<file path="config.mk">
export PLATFORM = sky130hd
export DESIGN_NAME = pattern_rx
export DESIGN_NICKNAME = d
export VERILOG_FILES = /design/src/rtl/pattern_rx.sv
export SDC_FILE = /design/constraint.sdc
export NUM_CORES = 1
export LEC_CHECK = 0
export ABC_AREA = 1
export CORE_ASPECT_RATIO = 1.2
export CORE_MARGIN = 4
export CORE_UTILIZATION = 60
export CTS_CLUSTER_SIZE = 25
export DETAILED_ROUTE_END_ITERATION = 8
export HOLD_SLACK_MARGIN = 0.02
export PLACE_DENSITY = 0.82
export SLEW_MARGIN = 10
export SYNTH_ARGS = -nofsm -noshare
export SYNTH_HDL_FRONTEND = slang
export SYNTH_SLANG_ARGS = --single-unit
</file>
<file path="constraint.sdc">
create_clock -name sysclk -period 3.3 [get_ports sysclk]
set_input_delay 0.66 -clock sysclk [delete_from_list [all_inputs] [get_ports sysclk]]
set_output_delay 0.66 -clock sysclk [all_outputs]
set_load 0.005 [all_outputs]
</file>
<file path="src/rtl/pattern_rx.sv">
// Serial receiver for the out_fin pattern stream: recovers the DATA_BITS switch
// word from each start/data/stop frame, flags bad stop bits and counts good frames.
module pattern_rx #(
  parameter int BIT_TICKS   = 100,
  parameter int DATA_BITS   = 4,
  parameter int SYNC_STAGES = 2
) (
  input  logic                 sysclk,
  input  logic                 reset,
  input  logic                 in_ser,
  output logic [DATA_BITS-1:0] data_out,
  output logic                 valid,
  output logic                 frame_err,
  output logic                 busy,
  output logic [7:0]           frame_cnt
);

  localparam int CW = $clog2(BIT_TICKS);
  localparam int IW = (DATA_BITS > 1) ? $clog2(DATA_BITS) : 1;
  localparam logic [CW-1:0] HALF_M1  = CW'(BIT_TICKS / 2 - 1);
  localparam logic [CW-1:0] FULL_M1  = CW'(BIT_TICKS - 1);
  localparam logic [IW-1:0] LAST_BIT = IW'(DATA_BITS - 1);

  typedef enum logic [2:0] {S_IDLE, S_START, S_DATA, S_STOP, S_BREAK} state_t;

  logic [SYNC_STAGES-1:0] r_sync;
  logic [SYNC_STAGES-1:0] r_fill;
  logic                   r_armed;
  state_t                 r_state;
  logic [CW-1:0]          r_tick;
  logic [IW-1:0]          r_idx;
  logic [DATA_BITS-1:0]   r_shift;
  logic [DATA_BITS-1:0]   r_data;
  logic                   r_valid;
  logic                   r_err;
  logic [7:0]             r_fcnt;

  logic                   w_s;
  logic                   w_sync_ok;
  logic                   w_armed_nxt;
  state_t                 w_state_nxt;
  logic [CW-1:0]          w_tick_nxt;
  logic [IW-1:0]          w_idx_nxt;
  logic [DATA_BITS-1:0]   w_shift_nxt;
  logic [DATA_BITS-1:0]   w_data_nxt;
  logic                   w_valid_nxt;
  logic                   w_err_nxt;
  logic [7:0]             w_fcnt_nxt;

  assign w_s       = r_sync[SYNC_STAGES-1];
  // r_fill marks when s reflects the real line rather than the reset value, so a
  // line already low at reset release is seen as a break, not a fresh start edge.
  assign w_sync_ok = r_fill[SYNC_STAGES-1];

  // NOTE: sequential state uses non-blocking assignments so every flop samples
  // pre-edge values regardless of statement order.
  always_ff @(posedge sysclk) begin
    if (!reset) begin
      r_sync  <= '1;
      r_fill  <= '0;
      r_armed <= 1'b0;
      r_state <= S_IDLE;
      r_tick  <= '0;
      r_idx   <= '0;
      r_shift <= '0;
      r_data  <= '0;
      r_valid <= 1'b0;
      r_err   <= 1'b0;
      r_fcnt  <= '0;
    end else begin
      r_sync  <= {r_sync[SYNC_STAGES-2:0], in_ser};
      r_fill  <= {r_fill[SYNC_STAGES-2:0], 1'b1};
      r_armed <= w_armed_nxt;
      r_state <= w_state_nxt;
      r_tick  <= w_tick_nxt;
      r_idx   <= w_idx_nxt;
      r_shift <= w_shift_nxt;
      r_data  <= w_data_nxt;
      r_valid <= w_valid_nxt;
      r_err   <= w_err_nxt;
      r_fcnt  <= w_fcnt_nxt;
    end
  end

  // NOTE: every output of this block gets a default first so no path infers a latch.
  always_comb begin
    w_armed_nxt = r_armed;
    w_state_nxt = r_state;
    w_tick_nxt  = r_tick;
    w_idx_nxt   = r_idx;
    w_shift_nxt = r_shift;
    w_data_nxt  = r_data;
    w_valid_nxt = 1'b0;
    w_err_nxt   = r_err;
    w_fcnt_nxt  = r_fcnt;
    case (r_state)
      S_IDLE: begin
        w_tick_nxt = '0;
        if (w_sync_ok) begin
          if (w_s)          w_armed_nxt = 1'b1;
          else if (r_armed) w_state_nxt = S_START;
          else              w_state_nxt = S_BREAK;
        end
      end
      S_START: begin
        if (r_tick == HALF_M1) begin
          w_tick_nxt  = '0;
          w_idx_nxt   = '0;
          w_state_nxt = w_s ? S_IDLE : S_DATA;
        end else begin
          w_tick_nxt = r_tick + CW'(1);
        end
      end
      S_DATA: begin
        if (r_tick == FULL_M1) begin
          w_tick_nxt         = '0;
          w_shift_nxt[r_idx] = w_s;
          if (r_idx == LAST_BIT) w_state_nxt = S_STOP;
          else                   w_idx_nxt   = r_idx + IW'(1);
        end else begin
          w_tick_nxt = r_tick + CW'(1);
        end
      end
      S_STOP: begin
        if (r_tick == FULL_M1) begin
          w_tick_nxt = '0;
          if (w_s) begin
            w_data_nxt  = r_shift;
            w_valid_nxt = 1'b1;
            w_err_nxt   = 1'b0;
            w_fcnt_nxt  = r_fcnt + 8'd1;
            w_state_nxt = S_IDLE;
          end else begin
            w_err_nxt   = 1'b1;
            w_state_nxt = S_BREAK;
          end
        end else begin
          w_tick_nxt = r_tick + CW'(1);
        end
      end
      S_BREAK: begin
        w_tick_nxt = '0;
        if (w_s) w_state_nxt = S_IDLE;
      end
      default: w_state_nxt = S_IDLE;
    endcase
  end

  assign data_out  = r_data;
  assign valid     = r_valid;
  assign frame_err = r_err;
  assign frame_cnt = r_fcnt;
  assign busy      = (r_state != S_IDLE);

endmodule

</file>
## Yosys cells after proc, flatten, opt, wreduce, memory -nomap -nowiden

Index checks and enable logic that the tools add are counted.

- Bits in registers: 35
- Output and inout port bits: 15
- Word-level logic and storage cells: 70

- Reductions and logical operators: 14
- Magnitude comparators: 2
- Mux-type cells: 24
- Equality and inequality tests: 15
- Add/subtract/negate cells: 3

Operator list:

| kind | count |
|---|---|
| 3-bit 2-to-1 mux | 9 |
| 7-bit case mux with 3 select lines | 1 |
| 2-bit != test (second input constant) | 8 |
| 3-bit case mux with 5 select lines | 1 |
| 7-bit 2-to-1 mux | 2 |
| 3-bit AND reduction | 3 |
| 8-bit by 1-bit adder with 8-bit output (second input constant) | 1 |
| 2-bit 2-to-1 mux | 4 |
| 7-bit by 1-bit adder with 7-bit output (second input constant) | 1 |
| 7-bit by 6-bit == test with 1-bit output (second input constant) | 1 |
| 7-bit == test (second input constant) | 1 |
| 7-bit AND reduction | 1 |
| 3-bit by 2-bit == test with 1-bit output (second input constant) | 2 |
| 3-bit nonzero test | 2 |
| 4-bit bitwise mux | 1 |
| 1-bit 2-to-1 mux | 4 |
| 2-bit case mux with 2 select lines | 1 |
| 2-bit AND reduction | 2 |
| 4-bit AND reduction | 1 |
| 2-bit OR reduction | 2 |
| 3-bit by 1-bit == test with 1-bit output (second input constant) | 1 |
| 3-bit == test (second input constant) | 1 |
| 3-bit logical NOT | 1 |
| 2-bit by 3-bit less-than comparator with 1-bit output (second input constant) | 1 |
| 6 further kinds | 6 |

## Depth between registers and ports, before layout

- Word-level depth: 5
- Mapped depth: 12
- Depth with buffers taken out: 12

## Least setup slack after synthesis

No wires, ideal clock.

- Path type: input to register
- From: input reset
- To: register r_sync[1]
- Data arrival time: 1.378 ns
- Setup slack: 1.799 ns
- Library setup time: 0.123 ns
- Required time: 3.177 ns
- Stages on the path: 4
- Path through: buf_2 -> inv_1 -> buf_1 -> or2_2

RTL lines:

| what | RTL line | text |
|---|---|---|
| from (decl) | 9 | `input logic reset,` |
| to (signal assigned) | 71 | `r_sync <= {r_sync[SYNC_STAGES-2:0], in_ser};` |
| to (decl) | 26 | `logic [SYNC_STAGES-1:0] r_sync;` |

No word-level cell between the ends.

## Final worst setup path

- From: register r_state[1]
- To: output busy

- Cells in the longest elaborated chain, start to end: 1

RTL lines:

| what | RTL line | text |
|---|---|---|
| from (decl) | 29 | `state_t r_state;` |
| from (signal assigned) | 74 | `r_state <= w_state_nxt;` |
| 3-bit nonzero test | 153 | `assign busy = (r_state != S_IDLE);` |
| to (decl) | 14 | `output logic busy,` |

No other way between the ends.

==> summary.txt <==
Clock root buffer - clkbuf_4
Syn Nets - 246
Post-DP HPWL - 2540 um
Synth Instances - 236
Placed cells - 284
Yosys top cell by area - dfxtp_1
FMAX - 441 MHz
Critical path endpoint category - output port
Reg2Reg Depth - 8
Area growth, synth to finish - 14.6%
Cts hold-fix bufs - 0
1st-pass router iterations - 5
CP required - 2640 ps
Yosys top cell area share - 39.9%
Remaining DRCs - 0
Core ar. - 0.00281 mm2
Hold path start - r_fill[0]
Slew HR - 71.1%
FF-to-FF End - frame_cnt[5]
Peak supply drop - 0.435 mV
PostCTS Resize Cnt - 0
Simple-Gate Fraction of Synth Area - 31.6%
Hold Path End - r_fill[1]
Hold path cells - 2
RR Startpoint - r_tick[1]
Most frequent cells in the layout - 46 x nand2_1, 35 x dfxtp_1, 31 x inv_1
Max Cap Viol - 0
Tmin final - 2270 ps
Placed cell areas - 0.00195 mm2
Hold Crit Class - register to register
Commonest non-fill, non-tap cell in the layout - nand2_1
Starting Density - 62.5%
I/O Pins - 18
Syn_area_per_cell - 7.44 um2
Worst reg2reg setup slack - 1730 ps
GPL Wtd Cong - 0.860
Status - finished, final reports clean
Critical Path Start - r_state[1]
Setup Buffers After CTS - 0
Initial antenna violation count - 0
Vias in the first global route - 1448
Filler Cell Count - 240
Setup TNS - 0 ps
CTS tree - yes
Slew @ Worst Pin - 433 ps
Largest family of logic cells by synthesized area - simple AND/OR/NAND/NOR gates
XOR/XNOR share of the synthesized area - 1.99%
Leakage - 0.810 nW
Clock latency on the worst-skew pair - 330 ps
Routed WL - 3330 um
Power density over cell area - 506 mW/mm2
Dpl ws - 1250 ps
Worst-path clk slew - 120 ps
Largest cells by area after synthesis - dfxtp_1 40%, nand2_1 9.8%, inv_1 6.6%
Sequential share of the synthesized area - 39.9%
Finish-stage setup viols - 0
Crit Path Class - register to output port
Cell Area, Synth - 0.00176 mm2
Area share of fa/ha/maj cells after synthesis - 4.99%
Top FF cell, synth - dfxtp_1
Worst Skew - 5.08 ps
Final Cell Area - 0.00201 mm2
Synth unique cells - 29
CP Max Fanout - 6
Finished Layout Cells - 292
Post-synth ARST share - 0%
Compound-cell area share of the yosys netlist - 12.3%
Slew Limit Fails - 0
Post-synthesis mux area share - 0%
First-pass GRT wire length - 5970 um
H-tree depth - 2
Number of synthesized flops with an enable pin - 0
CP Launch Type - register
RSZ-0062 raised after global routing - false
Routed len/inst - 11.4 um
Fin util - 71.6%
Final hold vios - 0
Total Die Area - 0.00386 mm2
Antenna viol nets, final - 0
Die width - 57.4 um
Yosys warns - 0
Grt total ovfl - 0
Setup WS post-layout - 1030 ps
Port bufs - 17
Worst Path Arrival - 1610 ps
Worst Hold Margin - 439 ps
Share of layout cells above drive strength 1 - 14.3%
Clk buf depth - 2
CTS buffer count - 5
DRT iter0 DRCs - 51
GRT Util Overall - 19.6%
Sinks on Clock Net - 35
Site Rows - 21
Largest net degree at the start of global routing - 21
Die height - 67.3 um
Nets - 267
Period utilization - 68.8%
Via count - 1490
#FFs+latches synth - 35
Ant. Diodes - 0
Power, Total - 1.02 mW
Vias per cell - 5.10
[report_power, final]
group | switching [mW] | internal, mW
logic | 0.193 | 0.110
clock network | 0.154 | 0.0853
registers | 0.0276 | 0.450
[synthesized netlist by cell type, types with 2 or more instances]
master and number:
nand3_1 23, o21ai_0 14, dfxtp_1 35, xor2_1 3
a21oi_1 15, buf_2 2, nor3_1 2, nor2_2 5
inv_2 4, o21ai_2 7, ha_1 7, nor2_4 3
inv_1 31, o21ai_1 2, nor2_1 22, or2_2 2
nand2_1 46, nand3b_1 2
[routing by layer]
layer / global-route usage [%] / wire [um] / up-vias
met4: 8.12 / 53 / 0
met1: 23.1 / 1510 / 674
met5: 0 / 0 / -
met3: 4.02 / 78 / 6
li1: - / - / 789
met2: 34.3 / 1680 / 21
[final cells by class]
| type | count | area [um2] | share of cell area (%) |
|---|---|---|---|
| repair buffers | 18 | 178 | 8.83 |
| flip-flops and latches | 35 | 701 | 34.8 |
| clock buffers | 5 | 37.5 | 1.86 |
| inverters | 36 | 138 | 6.84 |
| clock inverters | 3 | 23.8 | 1.18 |
| multi-input cells | 161 | 893 | 44.4 |
| well taps | 34 | 42.5 | 2.11 |
[worst max-delay path, cell delays in order (launching register included)]
cell	delay, ps
dfxtp_1	380
nor2_2	290
nand2_1	140
clkdlybuf4s50_1	470
[worst max path at each step]
stage	end	depth (start not counted)	slack [ps]
detailed placement	data_out[0]	6	1250
global placement	r_sync[1]	4	1270
global route	busy	3	920
CTS	busy	3	1010
floorplan	r_sync[1]	4	1800
finish	busy	3	1030
[state kept, by name (all words and copies together) (netlist names)]
signal and flops:
data_out 4, frame_cnt 8, frame_err 1, r_armed 1
r_fill 2, r_idx 2, r_shift 4, r_state 3
r_sync 2, r_tick 7, valid 1
[cells by family after synthesis]
kind of cell	count (synthesis)
AO/OA/AOI/OAI	38
XOR/XNOR	4
adder cells (fa/ha/maj)	7
buffers and inverters	40
flip-flops	35
AND/OR/NAND/NOR	112
No activity file was read; power rests on OpenSTA's default activity.
